### src/rtl/hci_package.sv
// Shared types and constants for the HCI QoS bank arbiter and its routing FIFO.
package hci_package;

  typedef enum logic {
    ARB_FIXED = 1'b0,
    ARB_RR    = 1'b1
  } arb_mode_e;

  localparam int STALL_W = 16;

endpackage

### src/rtl/hci_qos_id_fifo.sv
// In-order FIFO of granted initiator ids, used to route bank responses back.
module hci_qos_id_fifo #(
  parameter int W     = 2,
  parameter int DEPTH = 2
) (
  input  logic         clk_i,
  input  logic         rst_ni,
  input  logic         clear_i,
  input  logic         push_i,
  input  logic [W-1:0] data_i,
  input  logic         pop_i,
  output logic [W-1:0] data_o,
  output logic         full_o,
  output logic         empty_o
);

  localparam int PW = (DEPTH > 1) ? $clog2(DEPTH) : 1;
  localparam int CW = $clog2(DEPTH + 1);

  logic [W-1:0]  mem_q [DEPTH];
  logic [PW-1:0] wr_q;
  logic [PW-1:0] rd_q;
  logic [CW-1:0] cnt_q;
  logic          do_push;
  logic          do_pop;

  function automatic logic [PW-1:0] incr(input logic [PW-1:0] p);
    return (p == PW'(DEPTH - 1)) ? '0 : p + PW'(1);
  endfunction

  assign full_o  = (cnt_q == CW'(DEPTH));
  assign empty_o = (cnt_q == '0);
  assign do_push = push_i & ~full_o;
  assign do_pop  = pop_i & ~empty_o;
  assign data_o  = mem_q[rd_q];

  // Storage is only read while non-empty, so it needs no reset.
  always_ff @(posedge clk_i) begin
    if (do_push) mem_q[wr_q] <= data_i;
  end

  always_ff @(posedge clk_i or negedge rst_ni) begin
    if (!rst_ni) begin
      wr_q  <= '0;
      rd_q  <= '0;
      cnt_q <= '0;
    end else if (clear_i) begin
      wr_q  <= '0;
      rd_q  <= '0;
      cnt_q <= '0;
    end else begin
      if (do_push) wr_q <= incr(wr_q);
      if (do_pop)  rd_q <= incr(rd_q);
      case ({do_push, do_pop})
        2'b10:   cnt_q <= cnt_q + CW'(1);
        2'b01:   cnt_q <= cnt_q - CW'(1);
        default: cnt_q <= cnt_q;
      endcase
    end
  end

endmodule

### src/rtl/hci_qos_bank_arbiter.sv
// Arbitrates N_IN initiators onto one memory bank with a starvation override and in-order response routing.
// Define HCI_QOS_STATS_EN to build the per-input maximum stall statistics.
module hci_qos_bank_arbiter
  import hci_package::*;
#(
  parameter int N_IN        = 3,
  parameter int DW          = 32,
  parameter int AW          = 32,
  parameter int BW          = 8,
  parameter int ARB_MODE    = 1,
  parameter int MAX_STALL   = 16,
  parameter int OUTSTANDING = 2
) (
  input  logic                      clk_i,
  input  logic                      rst_ni,
  input  logic                      clear_i,
  input  logic [N_IN-1:0]           in_req_i,
  output logic [N_IN-1:0]           in_gnt_o,
  input  logic [N_IN*AW-1:0]        in_add_i,
  input  logic [N_IN-1:0]           in_wen_i,
  input  logic [N_IN*DW-1:0]        in_data_i,
  input  logic [N_IN*(DW/BW)-1:0]   in_be_i,
  output logic [DW-1:0]             in_r_data_o,
  output logic [N_IN-1:0]           in_r_valid_o,
  output logic                      mem_req_o,
  output logic [AW-1:0]             mem_add_o,
  output logic                      mem_wen_o,
  output logic [DW-1:0]             mem_data_o,
  output logic [DW/BW-1:0]          mem_be_o,
  input  logic                      mem_gnt_i,
  input  logic [DW-1:0]             mem_r_data_i,
  input  logic                      mem_r_valid_i,
  output logic [N_IN*STALL_W-1:0]   stall_max_o,
  output logic                      err_o
);

  localparam int IW  = (N_IN > 1) ? $clog2(N_IN) : 1;
  localparam int BEW = DW / BW;
  localparam int SCW = $clog2(MAX_STALL + 1);

  logic [IW-1:0]  rr_q;
  logic [IW-1:0]  win;
  logic [IW-1:0]  head;
  logic [SCW-1:0] stall_q [N_IN];
  logic [N_IN-1:0] starved;
  logic           fifo_full;
  logic           fifo_empty;
  logic           hs;
  logic           pop;

  always_comb begin
    for (int i = 0; i < N_IN; i++) starved[i] = (stall_q[i] == SCW'(MAX_STALL));
  end

  // A starved requester always wins; otherwise scan from index 0 or from the round-robin pointer.
  always_comb begin
    logic        found;
    logic [IW:0] idx;
    win   = '0;
    found = 1'b0;
    idx   = '0;
    for (int i = 0; i < N_IN; i++) begin
      if (!found && in_req_i[i] && starved[i]) begin
        win   = IW'(i);
        found = 1'b1;
      end
    end
    for (int k = 0; k < N_IN; k++) begin
      if (ARB_MODE == int'(ARB_RR)) begin
        idx = {1'b0, rr_q} + (IW+1)'(k);
        if (idx >= (IW+1)'(N_IN)) idx = idx - (IW+1)'(N_IN);
      end else begin
        idx = (IW+1)'(k);
      end
      if (!found && in_req_i[idx]) begin
        win   = idx[IW-1:0];
        found = 1'b1;
      end
    end
  end

  assign mem_req_o   = (|in_req_i) & ~fifo_full;
  assign hs          = mem_req_o & mem_gnt_i;
  assign pop         = mem_r_valid_i & ~fifo_empty;
  assign mem_add_o   = in_add_i[win*AW +: AW];
  assign mem_wen_o   = in_wen_i[win];
  assign mem_data_o  = in_data_i[win*DW +: DW];
  assign mem_be_o    = in_be_i[win*BEW +: BEW];
  assign in_r_data_o = mem_r_data_i;

  always_comb begin
    in_gnt_o      = '0;
    in_gnt_o[win] = hs;
    in_r_valid_o  = '0;
    if (pop) in_r_valid_o[head] = 1'b1;
  end

  hci_qos_id_fifo #(
    .W     (IW),
    .DEPTH (OUTSTANDING)
  ) u_id_fifo (
    .clk_i   (clk_i),
    .rst_ni  (rst_ni),
    .clear_i (clear_i),
    .push_i  (hs),
    .data_i  (win),
    .pop_i   (pop),
    .data_o  (head),
    .full_o  (fifo_full),
    .empty_o (fifo_empty)
  );

  // A response with nothing outstanding is dropped and flagged until reset or clear.
  always_ff @(posedge clk_i or negedge rst_ni) begin
    if (!rst_ni) begin
      rr_q  <= '0;
      err_o <= 1'b0;
    end else if (clear_i) begin
      rr_q  <= '0;
      err_o <= 1'b0;
    end else begin
      if (hs) rr_q <= (win == IW'(N_IN - 1)) ? '0 : win + IW'(1);
      if (mem_r_valid_i && fifo_empty) err_o <= 1'b1;
    end
  end

  always_ff @(posedge clk_i or negedge rst_ni) begin
    if (!rst_ni) begin
      for (int i = 0; i < N_IN; i++) stall_q[i] <= '0;
    end else if (clear_i) begin
      for (int i = 0; i < N_IN; i++) stall_q[i] <= '0;
    end else begin
      for (int i = 0; i < N_IN; i++) begin
        if (in_req_i[i] && !in_gnt_o[i]) begin
          if (!starved[i]) stall_q[i] <= stall_q[i] + SCW'(1);
        end else begin
          stall_q[i] <= '0;
        end
      end
    end
  end

`ifdef HCI_QOS_STATS_EN
  for (genvar g = 0; g < N_IN; g++) begin : g_stats
    logic [STALL_W-1:0] run_q;
    logic [STALL_W-1:0] run_d;
    logic [STALL_W-1:0] max_q;

    // The statistics run ignores MAX_STALL and saturates only at its own width.
    assign run_d = (in_req_i[g] && !in_gnt_o[g]) ?
                   ((run_q == {STALL_W{1'b1}}) ? run_q : run_q + STALL_W'(1)) : '0;

    always_ff @(posedge clk_i or negedge rst_ni) begin
      if (!rst_ni) begin
        run_q <= '0;
        max_q <= '0;
      end else if (clear_i) begin
        run_q <= '0;
        max_q <= '0;
      end else begin
        run_q <= run_d;
        if (run_d > max_q) max_q <= run_d;
      end
    end

    assign stall_max_o[g*STALL_W +: STALL_W] = max_q;
  end
`else
  assign stall_max_o = '0;
`endif

endmodule
### config.mk
export PLATFORM = sky130hd
export DESIGN_NAME = hci_qos_bank_arbiter
export DESIGN_NICKNAME = d
export VERILOG_FILES = /design/src/rtl/hci_package.sv /design/src/rtl/hci_qos_id_fifo.sv /design/src/rtl/hci_qos_bank_arbiter.sv
export SDC_FILE = /design/constraint.sdc
export NUM_CORES = 1
export LEC_CHECK = 0
export CORE_AREA = 2 2 158 160
export DETAILED_ROUTE_END_ITERATION = 12
export DIE_AREA = 0 0 160 162
export GPL_TIMING_DRIVEN = 1
export SLEW_MARGIN = 0
export SYNTH_ARGS = -nofsm -noshare
export SYNTH_HDL_FRONTEND = slang
export SYNTH_SLANG_ARGS = --single-unit
### constraint.sdc
create_clock -name clk_i -period 3.15 [get_ports clk_i]
set_clock_uncertainty 0.15 [all_clocks]
set_input_delay 0.7875 -clock clk_i [delete_from_list [all_inputs] [get_ports clk_i]]
set_output_delay 0.7875 -clock clk_i [all_outputs]
set_load 0.005 [all_outputs]
Word-level counts from Yosys, hierarchy flattened
Memories as Yosys holds them, arrays and structs flattened.
Index checks and enable logic that the tools add are counted.
{ "totals": {"ram_bits": 4, "reg_bits": 22, "output_inout_bits": 157, "memories": 1, "in_bits": 247} }
{ "classes": {"reduce_logical": 29, "eq_ne": 10, "bitwise": 8, "muxes": 48, "n_shift": 3, "n_addsub": 13, "order_cmp": 10} }
{ "mem_list": {"columns": ["name", "depth", "width", "read_ports", "rd_clocked_by_memory_dff", "wr", "line_no", "rtl"], "rows": [
  ["u_id_fifo.mem_q", 2, 2, 1, 0, 1, "hci_qos_id_fifo.sv:20", "logic [W-1:0] mem_q [DEPTH];"]
]} }
{ "ops": {"columns": ["cell", "n"], "rows": [
  ["$shiftx 96x8->32", 2],
  ["$mux 5", 6],
  ["$mux 1", 22],
  ["$mux 2", 8],
  ["$add 5x1->5 const B", 3],
  ["$eq 5x5->1 const B", 3],
  ["$mux 15", 1],
  ["$logic_and 1x1->1", 14],
  ["$mux 3", 4],
  ["$shiftx 12x5->4", 1],
  ["$lt 3x3->1 const B", 3],
  ["$ne 3x3->1 const B", 3],
  ["$bmux 1 s2", 4],
  ["$logic_not 1->1", 8],
  ["$reduce_bool 2->1", 4],
  ["$eq 2x2->1 const B", 3],
  ["$ge 3x2->1 const B", 2],
  ["$lt 2x3->1 const B", 2],
  ["$sub 3x2->3 const B", 2],
  ["$and 1x1->1", 5],
  ["$add 2x1->2 const B", 2],
  ["$demux 1 s2", 2],
  ["$ge 2x1->1 const B", 2],
  ["$pmux 2 s2", 1],
  ["other kinds (12)", 14]
]} }

Logic depth before layout (Yosys ltp)
{ "depth": {"word_depth": 29, "depth_mapped": 10} }

Cells and area by module
From an unflattened synthesis, not the netlist that was laid out.
{ "unflattened": {"cells_unflattened": 489, "area_unflattened_um2": 3906.2} }
{ "modules_own_cells": {"columns": ["module", "cells_each", "instances", "area_per_inst_um2"], "rows": [
  ["hci_qos_bank_arbiter", 459, 1, 3550.9],
  ["hci_qos_id_fifo", 30, 1, 355.3]
]} }

Worst setup path before layout
Ideal clock, no wire load.
{ "synth_path": {"kind": "input -> output", "startpoint": "input in_req_i[0]", "endpoint": "output mem_add_o[0]", "required_time_ns": 2.213, "stages": 7, "t_arrival_ns": 2.037, "slack_ns": 0.176, "path_cell_list": "a21bo_2 a21o_1 a21o_1 buf_6 o21ai_4 buf_6 a221o_1"} }
{ "synth_between": {"elab_chain_cells": 20} }
{ "synth_lines": {"columns": ["element", "line_no", "rtl"], "rows": [
  ["start, declared", "hci_qos_bank_arbiter.sv:17", "input logic [N_IN-1:0] in_req_i,"],
  ["$logic_and 1x1->1", "hci_qos_bank_arbiter.sv:63", "if (!found && in_req_i[i] && starved[i]) begin"],
  ["$mux 1", "hci_qos_bank_arbiter.sv:63", null],
  ["$logic_not 1->1", "hci_qos_bank_arbiter.sv:63", null],
  ["$logic_and 1x1->1 (2 in series)", "hci_qos_bank_arbiter.sv:63", null],
  ["$mux 1", "hci_qos_bank_arbiter.sv:63", null],
  ["$logic_not 1->1", "hci_qos_bank_arbiter.sv:63", null],
  ["$logic_and 1x1->1 (2 in series)", "hci_qos_bank_arbiter.sv:63", null],
  ["$mux 1", "hci_qos_bank_arbiter.sv:63", null],
  ["[2 not listed]", null, null],
  ["$mux 1", "hci_qos_bank_arbiter.sv:75", "if (!found && in_req_i[idx]) begin"],
  ["$logic_not 1->1", "hci_qos_bank_arbiter.sv:75", null],
  ["$logic_and 1x1->1", "hci_qos_bank_arbiter.sv:75", null],
  ["$mux 1", "hci_qos_bank_arbiter.sv:75", null],
  ["$logic_not 1->1", "hci_qos_bank_arbiter.sv:75", null],
  ["$logic_and 1x1->1", "hci_qos_bank_arbiter.sv:75", null],
  ["$mux 2 (*)", "hci_qos_bank_arbiter.sv:75", null],
  ["$shiftx 96x8->32 (*)", "hci_qos_bank_arbiter.sv:85", "assign mem_add_o = in_add_i[win*AW +: AW];"],
  ["end, declared", "hci_qos_bank_arbiter.sv:26", "output logic [AW-1:0] mem_add_o,"]
]} }
Mark *: on every way between the ends. The rest lies on a longest branch, timed or not. The select of a mux whose other input is x is not followed.

Worst setup path after layout
{ "layout_path": {"startpoint": "register rr_q[1]", "endpoint": "output mem_data_o[1]"} }
{ "layout_between": {"elab_chain_cells": 13} }
{ "layout_lines": {"columns": ["element", "line_no", "rtl"], "rows": [
  ["start, declared", "hci_qos_bank_arbiter.sv:41", "logic [IW-1:0] rr_q;"],
  ["start signal, assigned", "hci_qos_bank_arbiter.sv:122", "if (hs) rr_q <= (win == IW'(N_IN - 1)) ? '0 : win + IW'(1);"],
  ["branches (longest 11 deep; another with $add 2x1->3)", null, null],
  ["$mux 2 (*)", "hci_qos_bank_arbiter.sv:75", null],
  ["$shiftx 96x8->32 (*)", "hci_qos_bank_arbiter.sv:87", "assign mem_data_o = in_data_i[win*DW +: DW];"],
  ["end, declared", "hci_qos_bank_arbiter.sv:28", "output logic [DW-1:0] mem_data_o,"]
]} }
Mark *: on every way between the ends. The select of a mux whose other input is x is not followed.

==> summary.md <==
| Metric | Value |
|---|---|
| Start point of the worst min-delay path | `err_o` |
| Total Die Area | `around 26000 µm²` |
| Synthesized instance count | `418` |
| Part of the total power dissipated in sequential elements | `between 10% and 20%` |
| Total negative setup slack | `-24.63 ns` |
| Number of placed instances, taps included | `~1000` |
| Combined area of all synthesized cells | `roughly 3500 µm²` |
| Starting Density | `between 10% and 20%` |
| Crit Path Class | `flip-flop to output port` |
| Final non-filler cell total | `between 1000 and 1500` |
| Reg-to-Reg End | `rr_q[0]` |
| Switching Power | `between 0.6 and 0.7 mW` |
| Violations in the final reports | `negative setup slack` |
| Remaining DRCs | `0` |
| Final Max Tran Viols | `0` |
| Comb pwr share | `about two thirds` |
| Routed length per placed instance | `18.4 µm` |
| Num Clock Sinks | `26` |
| Max cap viols | `0` |
| Worst-Skew Late Latency | `about 0.27 ns` |
| Async set-reset flop share out of synthesis | `a little over four fifths` |
| Pin count of the biggest net entering global routing | `45` |
| Prevailing post-synth register cell | `sky130_fd_sc_hd__dfrtp_1` |
| Core Region | `24100 µm²` |
| Final hold violation count | `0` |
| Clock slew at reported path FFs | `0.07 ns` |
| Worst Path Required | `~2.2 ns` |
| Vias after detailed routing | `4389` |
| Via count of the first global-routing pass | `about 4500` |
| Count of routing violations after the opening detailed-route iteration | `between 200 and 250` |
| Depth of the most critical reg-to-reg path | `9` |
| Aggregate global-route resource usage | `13.8%` |
| Worst VDD drop | `~0.22 mV` |
| Placer's final routability congestion estimate | `between 0.7 and 0.8` |
| Outcome | `finished with violations` |
| Part of the cycle the worst path needs | `113%` |
| DP Wirelength | `about 14 mm` |
| Die boundary width | `approximately 160 µm` |
| Worst setup SP type | `flip-flop` |
| Antenna diode count | `0` |
| Total of flip-flops plus latches after synthesis | `26` |
| Area growth from synthesis to layout | `106%` |
| Fraction of power consumed by the clock network | `17.8%` |
| Cell Int Power | `about 1.5 mW` |
| Number of hold-repair buffers added at the cts stage | `0` |
| Number of buffers between clock root and the deepest sink | `2` |
| Count of buffering cells on the critical path with inverters included | `6` |
| Delay of the slowest critical-path stage | `around 0.4 ns` |
| CTS root buffer | `sky130_fd_sc_hd__clkbuf_16` |
| Length of the first detailed-routing pass in iterations | `4` |
| Remaining global-route overflow | `0` |
| Data arrival at the endpoint of the critical path | `2.61 ns` |
| TritonCTS Buffers | `3` |
| Count of final setup violators | `slightly above 70` |
| Mean instance size in the synthesized netlist | `slightly above 8 µm²` |
| Crit Path Max Fanout | `6` |
| Unrepaired setup endpoints after global routing | `yes` |
| Number of port buffers | `291` |
| Number of synthesis warnings | `0` |
| Global-route wire length before repair | `around 27 mm` |
| Critical path's slowest cell | `sky130_fd_sc_hd__dfrtp_1` |
| Most common cell after layout, fill and taps aside | `sky130_fd_sc_hd__clkdlybuf4s50_1` |
| Flop-to-flop setup slack | `a little under 0.6 ns` |
| Series of cell instances along the critical path | `buf_6 -> inv_4 -> ha_4 -> a21o_1 -> a221oi_4 -> a21o_4 -> o21ai_4 -> buf_12 -> buf_12 -> buf_16 -> a221o_1 -> buf_2` |
| Part of the Yosys area used for sequential elements | `roughly a fifth` |
| Share of total power consumed by net switching | `roughly a third` |
| Fill count | `between 2000 and 3000` |
| Dominant delay contributor by cell family on the critical path | `compound AO/OA/AOI/OAI gates` |
| Number of antenna violations at the first check in global routing | `0` |
| Num ports | `404` |
| Fmax | `approximately 0.28 GHz` |
| CTS H-tree depth | `1` |
| Cell type with the highest occurrence count on the critical path | `sky130_fd_sc_hd__buf_12` |
| Pwr/cell area | `301 nW/µm²` |
| Clock tree from TritonCTS | `built` |
| Min-Delay Endpoint | `err_o` |
| Hold path cells | `2` |
| Crit path capture type | `output port` |
| Post-detailed-route count of antenna-violating nets | `0` |
| Post-layout min period | `3.55 ns` |
| Routed Wire Length | `around 19 mm` |
| Share of post-route cells with drive strength above 1 | `between 20% and 30%` |
| Drt via density | `4.19` |
| Final setup slack of the worst path | `-0.399 ns` |
| Worst hold-check path type | `flip-flop to flip-flop` |
| Top library cells by usage in the layout, fill and taps aside | `sky130_fd_sc_hd__clkdlybuf4s50_1, sky130_fd_sc_hd__buf_2, sky130_fd_sc_hd__a221o_1` |
| Leakage power summed over all cells | `approximately 3.2 nW` |
| RR Startpoint | `rr_q[1]` |
| Floorplan row count | `57` |
| Number of enable flip-flop cells after synthesis | `4` |
| Final net count | `979` |
| Count of cell types in the netlist | `45` |
| Die height | `~160 µm` |
-- synth_stat cells (8+ instances only) --
library cell,number,share of area [%]
sky130_fd_sc_hd__inv_1,15,1.6
sky130_fd_sc_hd__buf_6,9,2.9
sky130_fd_sc_hd__xnor2_1,9,2.3
sky130_fd_sc_hd__and3_1,70,13
sky130_fd_sc_hd__nand2_1,13,1.4
sky130_fd_sc_hd__clkbuf_1,20,2.2
sky130_fd_sc_hd__nor2_1,24,2.6
sky130_fd_sc_hd__nand3_1,11,1.6
sky130_fd_sc_hd__dfrtp_1,22,16
sky130_fd_sc_hd__a221o_1,69,20
sky130_fd_sc_hd__buf_4,80,17
sky130_fd_sc_hd__ha_1,8,2.9
-- metrics by stage --
stage               power (mW)  utilization, %  instance area, µm²  hold WS, ns  setup slack (ns)
finish                    2.16            29.7                7150        0.359            -0.399
CTS                       2.18            29.6                7140        0.376            -0.404
global placement          1.62            27.7                6670        0.335             -1.07
detailed placement        1.62            27.7                6670        0.360             -1.06
floorplan                0.901               -                3650        0.339             0.176
global route              2.27            29.7                7150        0.395            -0.498
-- power groups by stage --
stage                     combinational, mW  sequential, mW  clock (mW)
final                                  1.40           0.371       0.383
after global routing                   1.50           0.374       0.402
after CTS                              1.42           0.371       0.393
after detailed placement               1.25           0.376           0
after global placement                 1.25           0.376           0
after floorplan                       0.526           0.375           0
-- layout make-up --
| cell class | count | area [µm²] | share of cell area (%) |
|---|---|---|---|
| sequential | 26 | 671 | 9.38 |
| multi-input combinational | 307 | 2320 | 32.4 |
| clock buffer | 3 | 75.1 | 1.05 |
| inverter | 15 | 58.8 | 0.822 |
| timing repair buffer | 371 | 3590 | 50.2 |
| clock inverter | 1 | 30.0 | 0.420 |
| tap | 324 | 405 | 5.67 |
-- cells by family after synthesis --
group	count (synthesis)	synth area share (%)
adder cells (fa/ha/maj)	8	2.89
buffers and inverters	132	25.2
multiplexers	1	0.289
other	1	0.108
AO/OA/AOI/OAI	98	26.6
XOR/XNOR	12	3.03
flip-flops	26	19.3
AND/OR/NAND/NOR	140	22.6
-- state kept, by name (all words and copies together), names as in the netlist --
name,flops
u_id_fifo.wr_q,1
u_id_fifo.mem_q,4
rr_q,2
u_id_fifo.cnt_q,2
err_o,1
u_id_fifo.rd_q,1
stall_q,15
-- what timing repair did --
action                                  CTS  global route
gates resized for setup                 368             3
gates cloned                             13             0
buffers inserted                         10             2
pin swaps                                32            13
endpoints found under the setup margin   73            71
-- per-layer routing --
metal / vias up / global-route usage [%] / wire length (µm)
met1: 2084 / 18.9 / 8400
met2: 216 / 23.1 / 9280
met4: 0 / 1.88 / 163
met5: - / 0 / 0
met3: 14 / 2.86 / 1380
li1: 2075 / - / -
-- worst max-delay path by stage --
stage	cells after the start	to	slack [ns]	startpoint
4_1_cts	12	mem_data_o[10]	-0.40	rr_q[1]
3_3_place_gp	8	mem_wen_o	-1.07	in_req_i[0]
6_report	12	mem_data_o[1]	-0.40	rr_q[1]
2_1_floorplan	7	mem_add_o[0]	0.18	in_req_i[0]
5_1_grt	11	mem_add_o[0]	-0.50	rr_q[1]
3_5_place_dp	8	mem_wen_o	-1.06	in_req_i[0]
-- worst register-to-register path: cells and delay by family (launching register included) --
kind	cells	cell delay [ns]
AO/OA/AOI/OAI	3	0.73
buffers and inverters	3	0.50
flip-flops	1	0.42
AND/OR/NAND/NOR	2	0.41
adder cells (fa/ha/maj)	1	0.26
No activity file was read; power rests on OpenSTA's default activity.
